## src/rtl/mod_pkg.sv

```systemverilog
// Shared definitions for the modulo control unit: FSM state encoding and default counter width.
package mod_pkg;

    typedef enum logic [2:0] {
        S_IDLE = 3'd0,
        S_LOAD = 3'd1,
        S_SUB  = 3'd2,
        S_DONE = 3'd3,
        S_ERR  = 3'd4
    } state_t;

    localparam int unsigned ITER_W_DEF = 32;

endpackage

```

## src/rtl/mod_iter_cnt.sv

```systemverilog
// Subtraction iteration counter: synchronous clear, count enable, terminal-count flag at MAX_ITER.
module mod_iter_cnt
    import mod_pkg::*;
#(
    parameter int unsigned          ITER_W   = ITER_W_DEF,
    parameter logic [ITER_W-1:0]    MAX_ITER = {ITER_W{1'b1}}
) (
    input  logic              clk,
    input  logic              reset,
    input  logic              clr,
    input  logic              en,
    output logic [ITER_W-1:0] count,
    output logic              at_max
);

    always_ff @(posedge clk or posedge reset) begin
        if (reset) begin
            count <= '0;
        end else if (clr) begin
            count <= '0;
        end else if (en) begin
            count <= count + 1'b1;
        end
    end

    // The controller never enables past the limit, so the count cannot wrap.
    assign at_max = (count == MAX_ITER);

endmodule

```

## src/rtl/mod_ctrl.sv

```systemverilog
// Modulo controller: loads A into TEMP, then subtracts B until TEMP < B, reporting done or error.
module mod_ctrl
    import mod_pkg::*;
#(
    parameter int unsigned          ITER_W   = ITER_W_DEF,
    parameter logic [ITER_W-1:0]    MAX_ITER = {ITER_W{1'b1}}
) (
    input  logic              clk,
    input  logic              reset,
    input  logic              start,
    input  logic              b_zero,
    input  logic              less_than_B,
    output logic              save_A,
    output logic              subtract,
    output logic              busy,
    output logic              done,
    output logic              error,
    output logic [ITER_W-1:0] iter_count,
    output logic [2:0]        state_dbg
);

    // Handshake: start is a request sampled only in IDLE (ignored otherwise, never queued);
    // exactly one of done/error pulses for one cycle per accepted request, and the datapath
    // result is valid only while done is high.

    state_t state;
    logic   cnt_clr;
    logic   cnt_at_max;

    assign cnt_clr  = (state == S_IDLE) && start && !b_zero;
    assign subtract = (state == S_SUB) && !less_than_B && !cnt_at_max;

    mod_iter_cnt #(
        .ITER_W   (ITER_W),
        .MAX_ITER (MAX_ITER)
    ) u_iter_cnt (
        .clk    (clk),
        .reset  (reset),
        .clr    (cnt_clr),
        .en     (subtract),
        .count  (iter_count),
        .at_max (cnt_at_max)
    );

    always_ff @(posedge clk or posedge reset) begin
        if (reset) begin
            state <= S_IDLE;
        end else begin
            unique case (state)
                S_IDLE: begin
                    if (start) begin
                        state <= b_zero ? S_ERR : S_LOAD;
                    end
                end
                S_LOAD: state <= S_SUB;
                S_SUB: begin
                    if (less_than_B) begin
                        state <= S_DONE;
                    end else if (cnt_at_max) begin
                        state <= S_ERR;
                    end
                end
                S_DONE:  state <= S_IDLE;
                S_ERR:   state <= S_IDLE;
                default: state <= S_IDLE;
            endcase
        end
    end

    assign save_A    = (state == S_LOAD);
    assign busy      = (state == S_LOAD) || (state == S_SUB);
    assign done      = (state == S_DONE);
    assign error     = (state == S_ERR);
    assign state_dbg = state;

endmodule
```

## config.mk

```make
export PLATFORM = sky130hd
export DESIGN_NAME = mod_ctrl
export DESIGN_NICKNAME = d
export VERILOG_FILES = /design/src/rtl/mod_pkg.sv /design/src/rtl/mod_iter_cnt.sv /design/src/rtl/mod_ctrl.sv
export SDC_FILE = /design/constraint.sdc
export NUM_CORES = 1
export LEC_CHECK = 0
export CORE_MARGIN = 5
export CORE_UTILIZATION = 50
export DETAILED_ROUTE_END_ITERATION = 16
export PLACE_DENSITY = 0.86
export SKIP_CTS_REPAIR_TIMING = 1
export SYNTH_ARGS = -nofsm -noshare
export SYNTH_HDL_FRONTEND = slang
export SYNTH_SLANG_ARGS = --single-unit
```

## constraint.sdc

```tcl
create_clock -name clk -period 4.7 [get_ports clk]
set_input_delay 0.47 -clock clk [delete_from_list [all_inputs] [get_ports clk]]
set_output_delay 0.47 -clock clk [all_outputs]
set_load 0.05 [all_outputs]
```

==> results of run 1 <==
[per-layer routing]
metal  track usage, %  routed length, um
met1             25.7               2100
met4             5.64                 50
met2             30.5               2300
met3             4.43                264
met5                0                  0
[critical path: stages (launching register included)]
cell             delay [ns]
dfrtp_1                0.49
nand4_2                0.22
nor4_1                 0.45
nand2_1                0.13
and2_1                 0.23
clkdlybuf4s50_1        0.72
[cells in the mapped netlist, drive strengths merged, types with 3 or more instances]
cell type / n
mux2i: 7
dfrtp: 35
or3: 10
and3: 4
a21oi: 13
nand3: 16
nor3b: 3
nor3: 4
inv: 7
o21ai: 11
and4: 3
nor4: 9
nand2: 20
clkbuf: 10
nand4: 9
xnor2: 9
nor2: 20
a21o: 3
or4: 3
nand2b: 3
[registers in the layout (all words and copies together) (netlist names)]
signal and flops:
state_dbg 3, u_iter_cnt.count 32
[logic make-up (layout without fill, tap and decap cells)]
family | count (synthesis) | count (layout) | synth area share [%]
multiplexers | 7 | 7 | 3.62
AND/OR/NAND/NOR | 108 | 108 | 30.0
XOR/XNOR | 9 | 9 | 4.08
flip-flops | 35 | 35 | 45.3
buffers and inverters | 18 | 59 | 3.56
AO/OA/AOI/OAI | 41 | 41 | 12.8
adder cells (fa/ha/maj) | 1 | 1 | 0.647
[final cells by class]
type	count	share of cell area (%)
repair buffers	46	18.3
flip-flops and latches	35	35.2
inverters	7	1.06
clock buffers	6	2.92
well taps	48	2.42
multi-input cells	166	40.1
[stage by stage]
step | worst slack (ns) | instances
after floorplan | 2.05 | 219
after global placement | 1.79 | 302
after detailed placement | 1.69 | 302
after CTS | 1.69 | 308
after global routing | 1.56 | 308
final | 1.70 | 308
[worst min-delay path by stage]
stage	slack, ns	cells after the start	endpoint	startpoint
detailed placement	0.53	1	u_iter_cnt.count[27]	u_iter_cnt.count[27]
global route	0.56	1	u_iter_cnt.count[27]	u_iter_cnt.count[27]
finish	0.54	1	u_iter_cnt.count[27]	u_iter_cnt.count[27]
global placement	0.51	1	u_iter_cnt.count[27]	u_iter_cnt.count[27]
CTS	0.54	1	u_iter_cnt.count[27]	u_iter_cnt.count[27]
floorplan	0.62	1	state_dbg[0]	reset
[power by group]
part | switching [W] | leakage, nW | internal [W]
combinational | 0.000228 | 0.471 | 0.000111
clock | 0.000101 | 0.0371 | 0.0000986
sequential | 0.0000423 | 0.484 | 0.000323
total | 0.000372 | 0.992 | 0.000533
==> impl_metrics.env, run 1 <==
export IMPL_status="finished, final reports clean"
export IMPL_pin_count=45
export IMPL_setup_viol=0
export IMPL_cp_startpoint="u_iter_cnt.count[2]"
export IMPL_slew_limit_headroom_pct=39.5
export IMPL_avgSynthCellArea_um2=8.83
export IMPL_synth_edf_count=0
export IMPL_htree_levels=2
export IMPL_track_usage_pct=19.1
export IMPL_hpwl_um=3280
export IMPL_final_common_cell="clkdlybuf4s50_1"
export IMPL_coreArea_um2=3720
export IMPL_powerDensity_nw_per_um2=364
export IMPL_r2r_end="u_iter_cnt.count[23]"
export IMPL_p_leak_nw=0.992
export IMPL_synth_distinct_cells=36
export IMPL_clock_latency_ns=0.29
export IMPL_finalClockSkew_ns=0.00337
export IMPL_endpoint="subtract"
export IMPL_worst_endpoint_required_ns=4.23
export IMPL_yosysWarnings=0
export IMPL_ys_seq_area_share_pct=45.3
export IMPL_fin_crit_sh_pct=63.8
export IMPL_tightest_slew_ns=0.907
export IMPL_arrival_ns=2.53
export IMPL_gr_total_overflow=0
export IMPL_netlist_instances=219
export IMPL_wl_per_cell_um=15.3
export IMPL_synth_top_area_share_pct=45.3
export IMPL_utilization_pct=66.9
export IMPL_antenna_left=0
export IMPL_path_max_fanout=7
export IMPL_nNetsFinal=267
export IMPL_path_class="register to output port"
export IMPL_multi_input_area_um2=996
export IMPL_r2r_start="u_iter_cnt.count[2]"
export IMPL_grt_pass1_vias=1710
export IMPL_cts_tree="done"
export IMPL_rows=22
export IMPL_cp_end_kind="output port"
export IMPL_cts_sinks=35
export IMPL_fin_tns_setup_ns=0
export IMPL_syn_area_um2=1930
export IMPL_first_pass_iters=4
export IMPL_avgViaCountPerCell=6.00
export IMPL_vias=1847
export IMPL_synthTopCellsByArea="dfrtp_1 (45%), nand3_1 (4.1%), xnor2_1 (4.1%)"
export IMPL_nFillCells=313
export IMPL_fin_area_um2=2490
export IMPL_seq_area_um2=876
export IMPL_ir_drop_mv=0.273
export IMPL_die_x_um=72.2
export IMPL_reg2reg_slack_ns=2.26
export IMPL_floorplan_die_area_um2=5210
export IMPL_drc=0
export IMPL_hold_slack_ns=0.537
export IMPL_start_util_pct=52.1
export IMPL_syn2layout_area_growth_pct=28.5
export IMPL_antenna_found_initial=0
export IMPL_portBuffers=44
export IMPL_rr_worst_depth=5
export IMPL_place_area_um2=2410
export IMPL_hold_violations=0
export IMPL_layout_min_cycle_time_ns=3.00
export IMPL_p_total_w=0.000905
export IMPL_grt_setup_unrepaired="no"
export IMPL_grt_start_max_net_pins=36
export IMPL_critPathLaunchType="register"
export IMPL_clk_pin_slew_ns=0.06
export IMPL_cts_buffers=5
export IMPL_clock_path_buffers=2
export IMPL_maxCapViolCount=0
export IMPL_grt_pass1_wl_um=7900
export IMPL_place_gp_congestion=0.818
export IMPL_synth_top_area_cell="dfrtp_1"
export IMPL_hp_class="register to register"
export IMPL_async_reset_ff_share_pct=100
export IMPL_ys_seq_elements=35
export IMPL_synthesis_nets=225
export IMPL_drive_above_1_share_pct=5.38
export IMPL_diodes=0
export IMPL_wl_um=4710
export IMPL_final_cell_mix="clkdlybuf4s50_1 (44), dfrtp_1 (35), nor2_1 (20), nand2_1 (20), nand3_1 (16)"
export IMPL_slew_violations=0
export IMPL_synth_ff_type="dfrtp_1"
export IMPL_drtIter0Drc=107
export IMPL_ctsRootBufferMaster="clkbuf_8"
export IMPL_fmax_ghz=0.333
export IMPL_fp_dieH_um=72.2
No activity file was read; power rests on OpenSTA's default activity.
==> run 2: changes to the inputs <==
--- a/config.mk
+++ b/config.mk
@@ -6,9 +6,9 @@
 export NUM_CORES = 1
 export LEC_CHECK = 0
 export CORE_MARGIN = 5
-export CORE_UTILIZATION = 50
+export CORE_UTILIZATION = 45
 export DETAILED_ROUTE_END_ITERATION = 16
-export PLACE_DENSITY = 0.86
+export PLACE_DENSITY = 0.82
 export SKIP_CTS_REPAIR_TIMING = 1
 export SYNTH_ARGS = -nofsm -noshare
 export SYNTH_HDL_FRONTEND = slang
==> constraint.sdc (replaced) <==
create_clock -name clk -period 2.7 [get_ports clk]
set_input_delay 0.27 -clock clk [delete_from_list [all_inputs] [get_ports clk]]
set_output_delay 0.27 -clock clk [all_outputs]
set_load 0.05 [all_outputs]
==> run 2 against run 1 <==
Against the previous run: worst hold slack worse by 0.24 ns; sequential cell count stayed put; cell area is 1.8% higher; critical path depth stayed put; global-route usage is 0.24 points lower; count of clock-buffer cells in the layout is 2 higher; sequential power is 74% higher; final cell count is 2.3% higher; non-clock buffer count is 3 higher; setup slack worse by 1.5 ns; die area is 9.5% higher; combinational power is 76% higher; critical endpoint unchanged; largest power group unchanged.
==> impl_metrics.env, run 2 (synthesis results as in run 1) <==
export IMPL_reg2reg_slack_ns=0.30
export IMPL_clock_path_buffers=2
export IMPL_hpwl_um=3390
export IMPL_cp_buffers_inverters=1
export IMPL_worst_endpoint_required_ns=2.43
export IMPL_slew_violations=0
export IMPL_maxCapViolCount=0
export IMPL_clk_pin_slew_ns=0.07
export IMPL_largest_register_ffs=32
export IMPL_grt_start_max_net_pins=24
export IMPL_avgViaCountPerCell=5.76
export IMPL_coreArea_um2=4090
export IMPL_cp_end_kind="output port"
export IMPL_antenna_found_initial=0
export IMPL_critPathLaunchType="register"
export IMPL_critPathSlowestCell="nor4_1"
export IMPL_die_x_um=75.6
export IMPL_p_leak_nw=1.02
export IMPL_fin_crit_sh_pct=92.9
export IMPL_wl_per_cell_um=15.6
export IMPL_drtIter0Drc=89
export IMPL_critical_path_top_delay_family="simple AND/OR/NAND/NOR gates"
export IMPL_drive_above_1_share_pct=7.17
export IMPL_clock_latency_ns=0.29
export IMPL_r2r_start="u_iter_cnt.count[2]"
export IMPL_powerDensity_nw_per_um2=653
export IMPL_grt_setup_unrepaired="no"
export IMPL_portBuffers=44
export IMPL_ctsRootBufferMaster="clkbuf_8"
export IMPL_crit_chain="nand4_1 -> nor4_1 -> nand2_1 -> and2_1 -> buf_4"
export IMPL_path_max_fanout=7
export IMPL_track_usage_pct=18.8
export IMPL_grt_pass1_vias=1737
export IMPL_nNetsFinal=270
export IMPL_htree_levels=2
export IMPL_p_total_w=0.00165
export IMPL_diodes=0
export IMPL_fmax_ghz=0.399
export IMPL_hold_violations=0
export IMPL_final_cell_mix="clkdlybuf4s50_1 (43), dfrtp_1 (35), nor2_1 (20), nand2_1 (20), nand3_1 (16)"
export IMPL_start_util_pct=47.3
export IMPL_cts_sinks=35
export IMPL_path_class="register to output port"
export IMPL_regMostFlops="u_iter_cnt.count"
export IMPL_hp_class="primary input to asynchronous set/reset pin"
export IMPL_r2r_end="u_iter_cnt.count[23]"
export IMPL_ir_drop_mv=0.357
export IMPL_final_common_cell="clkdlybuf4s50_1"
export IMPL_antenna_left=0
export IMPL_pin_count=45
export IMPL_setup_viol=0
export IMPL_gr_total_overflow=0
export IMPL_syn2layout_area_growth_pct=30.8
export IMPL_floorplan_die_area_um2=5710
export IMPL_fp_dieH_um=75.6
export IMPL_finalClockSkew_ns=0.00439
export IMPL_place_gp_congestion=0.873
export IMPL_wl_um=4900
export IMPL_rows=23
export IMPL_status="finished, final reports clean"
export IMPL_layout_min_cycle_time_ns=2.51
export IMPL_grt_pass1_wl_um=8160
export IMPL_rr_worst_depth=5
export IMPL_critical_path_max_stage_delay_ns=0.67
export IMPL_vias=1813
export IMPL_fin_tns_setup_ns=0
export IMPL_tightest_slew_ns=0.713
export IMPL_first_pass_iters=4
export IMPL_arrival_ns=2.24
export IMPL_drc=0
export IMPL_slew_limit_headroom_pct=52.0
export IMPL_cts_buffers=5
export IMPL_cts_tree="done"
==> run 2: where the power goes <==
part,switching [W],internal (W)
logic,0.000399,0.000197
registers,0.0000735,0.000563
clock network,0.000188,0.000233
total,0.000660,0.000992
==> run 2: through the flow <==
| stage | instance area, um^2 | hold slack, ns | utilization [%] | instances | setup slack (ns) |
|---|---|---|---|---|---|
| floorplan | 1930 | 0.424 | - | 219 | 0.117 |
| global placement | 2430 | 0.515 | 59.5 | 307 | 0.334 |
| detailed placement | 2430 | 0.520 | 59.5 | 307 | 0.232 |
| CTS | 2530 | 0.306 | 61.9 | 315 | 0.181 |
| global route | 2530 | 0.326 | 61.9 | 315 | 0.0281 |
| finish | 2530 | 0.296 | 61.9 | 315 | 0.191 |
==> run 2: layer usage <==
layer  wire [um]  up-vias  global-route usage [%]
met4          50        0                    5.83
met2        2360       48                    29.6
met1        2180      867                    24.8
met3         310        5                    5.94
met5           0        -                       0
li1            -      893                       -
==> run 2: cell type report <==
| cell class | count | area [um^2] |
|---|---|---|
| Multi-Input combinational cell | 166 | 990 |
| Sequential cell | 35 | 876 |
| Clock buffer | 8 | 100 |
| Timing Repair Buffer | 49 | 475 |
| Fill cell | 374 | 1560 |
| Tap cell | 50 | 62.6 |
| Inverter | 7 | 26.3 |
==> run 2: worst max path at each step <==
| stage | cells after the start | endpoint | startpoint |
|---|---|---|---|
| floorplan | 7 | state_dbg[2] | u_iter_cnt.count[16] |
| global route | 5 | subtract | u_iter_cnt.count[16] |
| finish | 5 | subtract | u_iter_cnt.count[16] |
| detailed placement | 6 | u_iter_cnt.count[23] | less_than_B |
| global placement | 6 | u_iter_cnt.count[23] | less_than_B |
| CTS | 5 | subtract | u_iter_cnt.count[16] |
==> run 3: changes to the inputs <==
--- a/config.mk
+++ b/config.mk
@@ -5,11 +5,14 @@
 export SDC_FILE = /design/constraint.sdc
 export NUM_CORES = 1
 export LEC_CHECK = 0
+export ABC_AREA = 0
 export CORE_MARGIN = 5
 export CORE_UTILIZATION = 45
 export DETAILED_ROUTE_END_ITERATION = 16
+export GPL_TIMING_DRIVEN = 0
 export PLACE_DENSITY = 0.82
 export SKIP_CTS_REPAIR_TIMING = 1
 export SYNTH_ARGS = -nofsm -noshare
 export SYNTH_HDL_FRONTEND = slang
 export SYNTH_SLANG_ARGS = --single-unit
+export TNS_END_PERCENT = 20
==> run 3 against run 2 <==
Against the previous run: global-route usage grew 0.45 points; setup slack lost 0.021 ns; final cell count grew 1.3%; clock skew is essentially flat; die area is the same; via count grew 2.9%; register-to-register slack lost 0.02 ns; total power shrank 3.3%; sequential cell count is the same; non-clock buffer count grew 6; sequential power shrank 5.5%.
==> impl_metrics.env, run 3 (synthesis results as in run 1) <==
export IMPL_first_pass_iters=4
export IMPL_avgViaCountPerCell=5.85
export IMPL_place_area_um2=2440
export IMPL_cp_end_kind="output port"
export IMPL_hold_violations=0
export IMPL_wl_per_cell_um=15.8
export IMPL_ir_drop_mv=0.338
export IMPL_drc=0
export IMPL_r2r_end="u_iter_cnt.count[23]"
export IMPL_crit_chain="nand4_1 -> nor4_4 -> clkbuf_4 -> nand2_1 -> and2_1 -> clkbuf_1 -> clkbuf_2"
export IMPL_reg2reg_slack_ns=0.28
export IMPL_fin_crit_sh_pct=93.7
export IMPL_worst_endpoint_required_ns=2.43
export IMPL_clock_latency_ns=0.29
export IMPL_regMostFlops="u_iter_cnt.count"
export IMPL_p_leak_nw=1.02
export IMPL_cts_buffers=5
export IMPL_fmax_ghz=0.395
export IMPL_syn2layout_area_growth_pct=30.5
export IMPL_clock_path_buffers=2
export IMPL_coreArea_um2=4090
export IMPL_slew_violations=0
export IMPL_maxCapViolCount=0
export IMPL_grt_start_max_net_pins=36
export IMPL_hpwl_um=3530
export IMPL_fin_area_um2=2520
export IMPL_largest_register_ffs=32
export IMPL_critPathSlowestCell="dfrtp_1"
export IMPL_htree_levels=2
export IMPL_pin_count=45
export IMPL_layout_min_cycle_time_ns=2.53
export IMPL_utilization_pct=61.8
export IMPL_critical_path_max_stage_delay_ns=0.45
export IMPL_setup_viol=0
export IMPL_final_cell_mix="clkdlybuf4s50_1 (43), dfrtp_1 (35), nor2_1 (20), nand2_1 (20), nand3_1 (16)"
export IMPL_status="finished, final reports clean"
export IMPL_start_util_pct=47.3
export IMPL_slew_limit_headroom_pct=43.4
export IMPL_finalClockSkew_ns=0.00462
export IMPL_cts_tree="done"
export IMPL_rr_worst_depth=6
export IMPL_rows=23
export IMPL_path_max_fanout=10
export IMPL_nNetsFinal=276
export IMPL_ctsRootBufferMaster="clkbuf_8"
export IMPL_clk_pin_slew_ns=0.07
export IMPL_gr_total_overflow=0
export IMPL_arrival_ns=2.26
export IMPL_tightest_slew_ns=0.842
export IMPL_hp_class="primary input to asynchronous set/reset pin"
export IMPL_diodes=0
export IMPL_track_usage_pct=19.3
export IMPL_antenna_found_initial=0
export IMPL_portBuffers=44
export IMPL_wl_um=5030
export IMPL_die_x_um=75.6
export IMPL_fp_dieH_um=75.6
export IMPL_drtIter0Drc=87
export IMPL_antenna_left=0
export IMPL_floorplan_die_area_um2=5710
export IMPL_drive_above_1_share_pct=5.95
export IMPL_critPathLaunchType="register"
export IMPL_path_class="register to output port"
export IMPL_grt_pass1_vias=1796
export IMPL_place_gp_congestion=0.879
export IMPL_hold_slack_ns=0.421
export IMPL_cts_sinks=35
export IMPL_vias=1866
export IMPL_r2r_start="u_iter_cnt.count[2]"
export IMPL_cp_startpoint="u_iter_cnt.count[16]"
export IMPL_final_common_cell="clkdlybuf4s50_1"
export IMPL_powerDensity_nw_per_um2=633
export IMPL_grt_pass1_wl_um=8290
run 3: cell types whose count changed in the layout (fill, tap and decap cells not counted):
cell      change
clkbuf_1      +9
buf_4         -6
clkbuf_8      -2
buf_2         +1
clkbuf_2      +1
clkbuf_4      +1
inv_1         -1
inv_2         +1
nor4_1        -1
nor4_4        +1
run 3: routing by layer:
layer  vias to the layer above  part of all wire (%)  global-route usage (%)
met1                       903                    44                    24.8
met5                         -                     0                       0
met3                         6                   5.6                    4.49
met2                        59                    49                    31.5
met4                         0                   1.3                    7.38
li1                        898                     -                       -
run 3: layout make-up:
type / instances / area (um^2)
Sequential cell: 35 / 876
Timing Repair Buffer: 44 / 435
Multi-Input combinational cell: 166 / 1000
Inverter: 7 / 26.3
Fill cell: 378 / 1560
Buffer: 11 / 46.3
Tap cell: 50 / 62.6
Clock buffer: 6 / 72.6
run 3: how the worst max path moves through the flow:
stage / to / depth (start not counted)
after floorplan: state_dbg[2] / 7
after global placement: subtract / 7
after detailed placement: subtract / 7
after CTS: subtract / 7
after global routing: subtract / 7
final: subtract / 7
run 3: worst max-delay path: cells and delay by family, from the launching register on:
kind / cells / cell delay (ns)
buf+inv: 3 / 0.67
flops: 1 / 0.45
simple gates: 4 / 0.84
run 3: per-stage QoR:
stage	setup WS, ns	setup TNS (ns)	power (W)	std cells
after detailed placement	-0.312	-0.312	0.00126	313
after CTS	-0.639	-0.639	0.00161	319
after global placement	-0.283	-0.283	0.00125	313
final	0.170	0	0.00160	319
after global routing	-0.00834	-0.00834	0.00168	319
after floorplan	0.117	0	0.00106	219
run 3: where the power goes:
group	switching, W	internal [W]	total (W)
Sequential	0.0000381	0.000563	0.000601
Clock	0.000177	0.000172	0.000349
Combinational	0.000444	0.000203	0.000647
Total	0.000659	0.000938	0.00160
